File: config.mk
export PLATFORM = sky130hd
export DESIGN_NAME = mem_arbiter
export DESIGN_NICKNAME = d
export VERILOG_FILES = /design/src/rtl/mem_arbiter_pkg.sv /design/src/rtl/mem_arbiter_rr_picker.sv /design/src/rtl/mem_arbiter.sv
export SDC_FILE = /design/constraint.sdc
export NUM_CORES = 1
export LEC_CHECK = 0
export BUFFER_PORTS_ARGS = -buffer_cell sky130_fd_sc_hd__buf_2
export CAP_MARGIN = 30
export CORE_MARGIN = 1.5
export CORE_UTILIZATION = 39
export CTS_CLUSTER_SIZE = 25
export DETAILED_ROUTE_END_ITERATION = 7
export GPL_TIMING_DRIVEN = 0
export PLACE_DENSITY_LB_ADDON = 0.3
export RECOVER_POWER = 25
export SLEW_MARGIN = 20
export SYNTH_ARGS = -nofsm -noshare
export SYNTH_HDL_FRONTEND = slang
export SYNTH_SLANG_ARGS = --single-unit
File: constraint.sdc
create_clock -name clock -period 2.44 [get_ports clock]
set_clock_uncertainty 0.1 [all_clocks]
set_input_delay 0 -clock clock [delete_from_list [all_inputs] [get_ports clock]]
set_output_delay 0 -clock clock [all_outputs]
set_load 0.005 [all_outputs]
File: src/rtl/mem_arbiter_pkg.sv
// Shared constants and request type for the data-RAM arbiter slice.
package mem_arbiter_pkg;

  localparam int MEM_ADDR_WIDTH = 15;
  localparam int MEM_DATA_WIDTH = 8;

  localparam int PORT_CORE  = 0;
  localparam int PORT_STACK = 1;
  localparam int PORT_DSP   = 2;

  typedef struct packed {
    logic                      write;
    logic                      lock;
    logic [MEM_ADDR_WIDTH-1:0] addr;
    logic [MEM_DATA_WIDTH-1:0] wdata;
  } mem_req_t;

endpackage

File: src/rtl/mem_arbiter_rr_picker.sv
// Rotate-priority picker: first valid port at or after rr_ptr, wrapping.
module rr_picker
  import mem_arbiter_pkg::*;
#(
  parameter  int NUM_REQ = 3,
  localparam int IDX_W   = (NUM_REQ > 1) ? $clog2(NUM_REQ) : 1
) (
  input  logic [NUM_REQ-1:0] valid,
  input  logic [IDX_W-1:0]   rr_ptr,
  output logic [NUM_REQ-1:0] grant,
  output logic [IDX_W-1:0]   grant_idx,
  output logic               any
);

  logic [IDX_W-1:0] idx;

  always_comb begin
    grant     = '0;
    grant_idx = '0;
    any       = 1'b0;
    idx       = '0;
    for (int k = 0; k < NUM_REQ; k++) begin
      idx = IDX_W'((int'(rr_ptr) + k) % NUM_REQ);
      if (!any && valid[idx]) begin
        grant[idx] = 1'b1;
        grant_idx  = idx;
        any        = 1'b1;
      end
    end
  end

endmodule

File: src/rtl/mem_arbiter.sv
// Round-robin arbiter sharing the single-port data RAM between requesters,
// with locked bursts so multi-byte stack sequences stay atomic.
module mem_arbiter
  import mem_arbiter_pkg::*;
#(
  parameter int NUM_REQ    = 3,
  parameter int ADDR_WIDTH = MEM_ADDR_WIDTH,
  parameter int DATA_WIDTH = MEM_DATA_WIDTH,
  parameter int LOCK_MAX   = 4
) (
  input  logic                          clock,
  input  logic                          reset,
  input  logic [NUM_REQ-1:0]            req_valid,
  output logic [NUM_REQ-1:0]            req_ready,
  input  logic [NUM_REQ-1:0]            req_write,
  input  logic [NUM_REQ-1:0]            req_lock,
  input  logic [NUM_REQ*ADDR_WIDTH-1:0] req_addr,
  input  logic [NUM_REQ*DATA_WIDTH-1:0] req_wdata,
  output logic [NUM_REQ-1:0]            rsp_valid,
  output logic [DATA_WIDTH-1:0]         rsp_rdata,
  output logic                          mem_en,
  output logic                          mem_we,
  output logic [ADDR_WIDTH-1:0]         mem_addr,
  output logic [DATA_WIDTH-1:0]         mem_wdata,
  input  logic [DATA_WIDTH-1:0]         mem_rdata
);

  localparam int IDX_W = (NUM_REQ > 1) ? $clog2(NUM_REQ) : 1;
  localparam int CNT_W = $clog2(LOCK_MAX + 1);

  logic [IDX_W-1:0]      rr_ptr;
  logic [IDX_W-1:0]      lock_owner;
  logic [IDX_W-1:0]      grant_idx;
  logic [IDX_W-1:0]      next_rr;
  logic                  lock_active;
  logic [CNT_W-1:0]      lock_cnt;
  logic [CNT_W-1:0]      next_cnt;
  logic [NUM_REQ-1:0]    pick_valid;
  logic [NUM_REQ-1:0]    grant;
  logic [NUM_REQ-1:0]    rsp_id;
  logic                  any_grant;
  logic                  accept;
  logic                  g_write;
  logic                  g_lock;
  logic                  lock_done;
  logic [DATA_WIDTH-1:0] rdata_hold;

  // While a burst is locked only its owner is visible to the picker.
  assign pick_valid = lock_active ? (req_valid & (NUM_REQ'(1) << lock_owner)) : req_valid;

  rr_picker #(.NUM_REQ(NUM_REQ)) u_picker (
    .valid     (pick_valid),
    .rr_ptr    (rr_ptr),
    .grant     (grant),
    .grant_idx (grant_idx),
    .any       (any_grant)
  );

  assign accept    = any_grant && !reset;
  assign req_ready = accept ? grant : '0;
  assign g_write   = req_write[grant_idx];
  assign g_lock    = req_lock[grant_idx];

  assign mem_en    = accept;
  assign mem_we    = accept && g_write;
  assign mem_addr  = accept ? req_addr[grant_idx*ADDR_WIDTH +: ADDR_WIDTH] : '0;
  assign mem_wdata = accept ? req_wdata[grant_idx*DATA_WIDTH +: DATA_WIDTH] : '0;

  // A burst ends on an unlocked beat or when it reaches LOCK_MAX beats.
  assign next_cnt  = lock_active ? lock_cnt + 1'b1 : CNT_W'(1);
  assign lock_done = !g_lock || (next_cnt == CNT_W'(LOCK_MAX));
  assign next_rr   = (grant_idx == IDX_W'(NUM_REQ - 1)) ? '0 : grant_idx + 1'b1;

  always_ff @(posedge clock) begin
    if (reset) begin
      rr_ptr      <= '0;
      lock_active <= 1'b0;
      lock_owner  <= '0;
      lock_cnt    <= '0;
    end else if (accept) begin
      if (lock_done) begin
        lock_active <= 1'b0;
        lock_cnt    <= '0;
        rr_ptr      <= next_rr;
      end else begin
        lock_active <= 1'b1;
        lock_owner  <= grant_idx;
        lock_cnt    <= next_cnt;
      end
    end
  end

  // Read pipe: remember which port asked, RAM data arrives next cycle.
  always_ff @(posedge clock) begin
    if (reset) begin
      rsp_id     <= '0;
      rdata_hold <= '0;
    end else begin
      rsp_id <= (accept && !g_write) ? grant : '0;
      if (|rsp_id) rdata_hold <= mem_rdata;
    end
  end

  assign rsp_valid = reset ? '0 : rsp_id;
  assign rsp_rdata = reset ? '0 : ((|rsp_id) ? mem_rdata : rdata_hold);

endmodule

Word-level counts from Yosys, hierarchy flattened
Index checks and enable logic that the tools add are counted.
{ "totals": {"register_bits": 19, "in_bits": 88, "out_inout_bits": 39, "word_cells": 85} }
{ "classes": {"addsub": 4, "multipliers": 1, "n_div": 3, "order_cmp": 7, "eq_ne": 2, "shifts": 3, "muxes": 36, "bitwise_logic": 5, "n_reduce_logical": 18} }
{ "op_table": {"columns": ["cell", "count"], "rows": [
  ["modulo 32 x 3 -> 32 bit (second input constant)", 2],
  ["variable part select 45 x 7 -> 15 bit", 1],
  ["modulo 3 x 3 -> 32 bit (second input constant)", 1],
  ["two-way mux 3 bit", 8],
  ["two-way mux 8 bit", 3],
  ["variable part select 24 x 6 -> 8 bit", 1],
  ["two-way mux 15 bit", 1],
  ["< comparator 2 x 3 -> 1 bit (second input constant)", 4],
  ["two-way mux 1 bit", 12],
  ["binary-select mux 1 bit (select 2 bit)", 5],
  ["logical AND 1 bit", 8],
  ["two-way mux 2 bit", 4],
  ["demux 1 bit (select 2 bit)", 3],
  [">= comparator 2 x 1 -> 1 bit (second input constant)", 3],
  ["multiplier 2 x 4 -> 6 bit (second input constant)", 1],
  ["OR 3 bit", 2],
  ["zero test 1 bit", 5],
  ["AND reduction 2 bit", 2],
  ["adder 2 x 1 -> 3 bit (second input constant)", 1],
  ["adder 2 x 2 -> 3 bit (second input constant)", 1],
  ["adder 3 x 1 -> 3 bit (second input constant)", 1],
  ["bitwise AND 3 bit", 1],
  ["== test 3 bit (second input constant)", 1],
  ["OR reduction 3 bit", 1],
  ["6 further kinds", 7]
]} }

Longest topological paths before layout
{ "logic_depth": {"word_depth": 18, "depth_mapped": 11, "depth_no_buf": 9} }

Modules after synthesis
A second synthesis with hierarchy kept.
{ "hier_totals": {"hier_cells": 250, "area_unflattened_um2": 1825.5} }
{ "by_module_without_submodules": {"columns": ["mod", "n_inst", "cells_each", "area_each_um2", "seq_area_each_um2"], "rows": [
  ["mem_arbiter", 1, 197, 1477.7, 380.4],
  ["rr_picker", 1, 53, 347.8, 0.0]
]} }

Worst setup path after synthesis
OpenSTA, ideal clock, no wires.
{ "synth_path": {"kind": "flip-flop to flip-flop", "start": "reg rr_ptr[0]", "end": "reg lock_owner[0]", "setup_ns": 0.116, "t_arrival_ns": 2.159, "required_time_ns": 2.224, "path_slack_ns": 0.066, "path_stages_with_launch": 12, "path_buffers": 2, "synth_period_minus_slack_ns": 2.374, "path_cell_list": "dfxtp_1 inv_1 ha_1 buf_2 o211ai_1 nand3_1 nand4b_1 buf_2 nand2_1 mux2i_2 nand2_1 a31o_1"} }
{ "synth_via": {"elab_chain_cells": 16, "elab_cells_between_ends": 28, "cone_classes": "add/sub (2); div (3); mux (14); bitwise (1); reduce/logical (8)"} }
{ "synth_rtl": {"columns": ["element", "line_no", "source"], "rows": [
  ["start, declared", "mem_arbiter.sv:31", "logic [IDX_W-1:0] rr_ptr;"],
  ["start signal, assigned", "mem_arbiter.sv:84", "rr_ptr <= next_rr;"],
  ["parallel branches: the longest is 16 deep, another holds modulo 32 x 3 -> 32 bit", null, null],
  ["end signal, assigned", "mem_arbiter.sv:87", "lock_owner <= grant_idx;"],
  ["end, declared", "mem_arbiter.sv:32", "logic [IDX_W-1:0] lock_owner;"]
]} }
Several ways; the timed one is not identified. The select of a mux whose other input is x is not followed.
A chain may end at the register's enable or synchronous reset.

Worst setup path after layout
{ "layout_path": {"start": "reg rr_ptr[0]", "end": "out mem_wdata[4]"} }
{ "layout_via": {"elab_chain_cells": 12, "elab_cells_between_ends": 24, "cone_classes": "add/sub (2); div (3); shift (1); mux (13); reduce/logical (5)"} }
{ "layout_rtl": {"columns": ["element", "line_no", "source"], "rows": [
  ["parallel branches: the longest is 11 deep, another holds modulo 32 x 3 -> 32 bit", null, null],
  ["two-way mux 8 bit (*)", "mem_arbiter.sv:67", "assign mem_wdata = accept ? req_wdata[grant_idx*DATA_WIDTH +: DATA_WIDTH] : '0;"],
  ["end, declared", "mem_arbiter.sv:24", "output logic [DATA_WIDTH-1:0] mem_wdata,"]
]} }
Every way passes the cells marked *. The select of a mux whose other input is x is not followed.

==> run summary <==
The run finished with clean final reports. The clock-pin slew of the registers on the worst-case setup and hold paths works out to 0.07 ns. In the final layout, the multi-input gates occupy 1620 sq um. The post-route minimum period was 2.40 ns.

The HPWL after detailed placement is 5.09 mm. The most used flip-flop cell after synthesis is sky130_fd_sc_hd__dfxtp_1. Static leakage: 1.63 nW.

At the end of the flow, the number of nets in the layout was 500. The run gives 404 as the number of fill cells in the layout. For the register-to-register path setup slack, the log shows 0.05 ns. Static timing analysis puts the maximum clock frequency at 417 MHz. Yosys mapped a number of flops with a built-in enable equal to 0. The logs give 24.2% for the total global-route track usage and 0.936 for the global placement routability congestion. After technology mapping, the gate count stands at 255. For the total grt overflow, the log shows 0. In the post-route analysis, the smallest setup slack over all paths is 0.0406 ns.

After synthesis, the share of flip-flops with an asynchronous set or reset is 0%. In the final timing run, aggregate negative setup slack is 0 ns. The area share of fa/ha/maj cells after synthesis is 3.23%.

Global routing used 6.17% of the available met3 tracks. The source of the worst hold timing path is req_write[1]. Counting both buffers and inverters, the worst setup path holds a total of 4.

During synthesis, Yosys emitted a total of 0 warnings. The run gives 0.660 mV as the worst supply voltage drop on vdd. The critical path's most frequent cell is sky130_fd_sc_hd__a211oi_2. The synthesized design devotes to its leading area cell type 19.7% of total area. For the number of max-capacitance violations reported, the log shows 0. Clock tree synthesis selected as its root buffer the cell sky130_fd_sc_hd__clkbuf_8. The via count normalized by instance count was 5.33. In the routed design, unresolved DRC markers number 0.

The XOR/XNOR share of the synthesized area was 0.452%; the top fanout value on the critical path was 10. Worst path required time: 2.34 ns. The pre-antenna-repair detailed-routing pass consisted of 4 iterations. In the global route stage, met1 resource usage came out at 28.5%. The worst path arrival time was 2.30 ns.

The run gives 3 as the TritonCTS buffer count. The first global-routing pass estimated 10.5 mm of wire. Setup repair after global routing could not meet its margin everywhere.

The final-report max-slew violation count was 0; the setup violation total in the final timing report was 0. The tools report the largest net degree at the start of global routing as 13. After synthesis, the share of cell area in mux cells is 17.8%. The routed length per instance is 15.1 um, and the share of synthesized cell area in and, or, nand and nor gates is 24.3%. TritonCTS built the clock tree. The critical path goes through inv_2 > ha_4 > nand2_4 > nor2_1 > a211oi_2 > o211ai_4 > buf_4 > clkbuf_8 > a211oi_2 > buf_2. The final antenna-violating net count came out at 0.

Ranked by instance count, the synthesized netlist is headed by 44 x sky130_fd_sc_hd__nor2_1, 33 x sky130_fd_sc_hd__mux2i_1, 23 x sky130_fd_sc_hd__a211oi_1. Cells with a size suffix above 1 make up 49.0% of the layout. The delay contributed by the slowest stage of the critical path came out at 0.37 ns. Startpoint-to-endpoint class of the critical path: reg -> out.

Total power per unit cell area: 899 nW/um^2. The via count of the first global-routing pass was 2,360; the count of input and output buffers was 123. STA classifies the critical path endpoint as an output port. The tools report the initial antenna violation count as 0. Row generation in the floorplan step produced 25 rows. The count of H-tree levels built during CTS came out at 1. Origin of the critical flop-to-flop path: rr_ptr[0].

The mean area per synthesized cell works out to 7.59 sq um. The total number of vias was 2,522; the violation count after the first detailed-route iteration was 205. The sink count of the clock tree is 19. In the global route stage, met2 resource usage came out at 44.2%. The horizontal extent of the die came out at 73.5 um.

The area growth from synthesis to layout is 64.2%. The clock latency of the later-clocked register in the worst-skew pair came out at 0.26 ns. The path class of the tightest hold or removal check is in -> reg. The tools report the boundary pin count as 127. Once the floorplan was initialized, standard cells occupied 40.7% of the core. The tools report the final hold violation count as 0. The sequential cell area was 390 sq um. The critical path starts at rr_ptr[0].

The tools report the worst-case headroom to the max-slew limit as 7.83%. The die outline height is 73.5 um. The cell taking the most area after synthesis was sky130_fd_sc_hd__dfxtp_1. The synthesized netlist occupies a cell area of 1940 sq um.

The worst setup path is launched from a flop. 0 antenna diodes ended up in the layout. The number of nets in the synthesized netlist is 348.

The count of state elements after synthesis came out at 19. The tools report the standard cell core area as 4750 sq um. By instance count, the leading cell after synthesis is sky130_fd_sc_hd__nor2_1. Sequential fraction of the synthesis area: 19.7%. The main combinational cell family by area after synthesis is compound AO/OA/AOI/OAI gates. In this run the deepest clock path goes through 2 buffers. The kind of cell with the highest combined delay along the critical path is compound AO/OA/AOI/OAI gates. The final critical path takes up 98.3% of the cycle.

By area the synthesized netlist is led by sky130_fd_sc_hd__dfxtp_1 20%, sky130_fd_sc_hd__mux2i_1 17%, sky130_fd_sc_hd__a211oi_1 8.9%, sky130_fd_sc_hd__nor2_1 8.5%, sky130_fd_sc_hd__ha_1 3.2%. After global routing, the most crowded layer is met2. For the count of distinct cell types in the synthesized netlist, the log shows 52.

The worst-margin pin slew was 1.37 ns; the pre-CTS setup slack was -0.329 ns. The routed design has 7.14 mm of wire. The floorplan step defined a die boundary enclosing 5390 sq um. Summing the areas of all compound-gate instances in the mapped netlist gives 28.2% of the synthesized area. The largest individual stage delay along the critical path comes from the cell sky130_fd_sc_hd__dfxtp_4.
==> logic make-up after synthesis <==
logic type | after synthesis
AO/OA/AOI/OAI | 72
AND/OR/NAND/NOR | 95
flip-flops | 19
adder cells (fa/ha/maj) | 5
buffers and inverters | 29
multiplexers | 34
XOR/XNOR | 1
==> cell usage in the layout (no fill, tap or decap), types with 5 or more instances in the layout <==
master                          Yosys  routed
sky130_fd_sc_hd__nand2_1           14      11
sky130_fd_sc_hd__a211oi_1          23       8
sky130_fd_sc_hd__dfxtp_1           19      15
sky130_fd_sc_hd__nor2_1            44      43
sky130_fd_sc_hd__dlygate4sd3_1      0       8
sky130_fd_sc_hd__o211ai_1           5       5
sky130_fd_sc_hd__clkbuf_1           9       9
sky130_fd_sc_hd__buf_6              0       8
sky130_fd_sc_hd__inv_1              7       5
sky130_fd_sc_hd__buf_2              8     118
sky130_fd_sc_hd__mux2i_1           33      32
sky130_fd_sc_hd__a211oi_2           1      16
sky130_fd_sc_hd__nor2b_1            6       5
sky130_fd_sc_hd__buf_4              1      20
sky130_fd_sc_hd__a21oi_1            8       8
sky130_fd_sc_hd__o21ai_0            7       5
==> worst paths after layout <==
| check | to | cells after the start |
|---|---|---|
| max | mem_wdata[4] | 10 |
| min | rsp_id[1] | 3 |
| max reg2reg | rr_ptr[0] | 11 |
| min reg2reg | lock_cnt[2] | 2 |
==> worst register-to-register path: stages, from the launching register on <==
cell and delay [ns]:
sky130_fd_sc_hd__dfxtp_4 0.37, sky130_fd_sc_hd__inv_2 0.06, sky130_fd_sc_hd__ha_4 0.31, sky130_fd_sc_hd__nand2_4 0.08, sky130_fd_sc_hd__nor2_1 0.17, sky130_fd_sc_hd__nand4b_1 0.17
sky130_fd_sc_hd__buf_6 0.17, sky130_fd_sc_hd__buf_4 0.13, sky130_fd_sc_hd__nand2_1 0.08, sky130_fd_sc_hd__mux2i_4 0.25, sky130_fd_sc_hd__a21o_1 0.19, sky130_fd_sc_hd__mux2i_1 0.22
==> sequential cells by signal (all words and copies together), names as in the netlist <==
signal       flops
rdata_hold       8
lock_cnt         3
rsp_id           3
lock_owner       2
rr_ptr           2
lock_active      1
==> per-layer routing <==
layer | vias to the layer above | wire length (um)
met2 | 103 | 3780
met5 | - | 0
met4 | 0 | 120
li1 | 1238 | -
met3 | 12 | 491
met1 | 1169 | 2750
==> power breakdown <==
part / internal [mW] / switching [mW] / leakage [nW] / total [mW]
Clock: 0.115 / 0.108 / 0.0217 / 0.223
Sequential: 0.397 / 0.0556 / 0.157 / 0.452
Combinational: 1.04 / 1.14 / 1.45 / 2.18
Total: 1.55 / 1.30 / 1.63 / 2.86
==> metrics by stage <==
step | total power, mW | util, % | area (sq um) | cells | hold slack [ns]
floorplan | 1.55 | - | 1940 | 255 | 0.0365
global placement | 2.04 | 55.4 | 2640 | 445 | 0.164
detailed placement | 2.05 | 55.4 | 2640 | 445 | 0.174
CTS | 2.61 | 63.6 | 3030 | 467 | 0.0531
global route | 3.04 | 66.8 | 3180 | 473 | 0.0464
finish | 2.86 | 66.8 | 3180 | 473 | 0.0122
==> final cells by class <==
type                    count  area share (%)
clock buffers               3            1.30
multi-input cells         207            50.9
repair buffers            148            25.9
clock inverters             1           0.236
well taps                  67            2.64
plain buffers              20            5.71
flip-flops and latches     19            12.3
inverters                   8           0.945
==> what timing repair did <==
action	CTS	global route
resized for setup	51	39
endpoints found under the setup margin	39	37
hold endpoints to repair	8	0
pin swaps	6	10
hold buffers	8	0
gates cloned	0	1
setup buffers	10	6
Power figures use the tool's default switching activity.
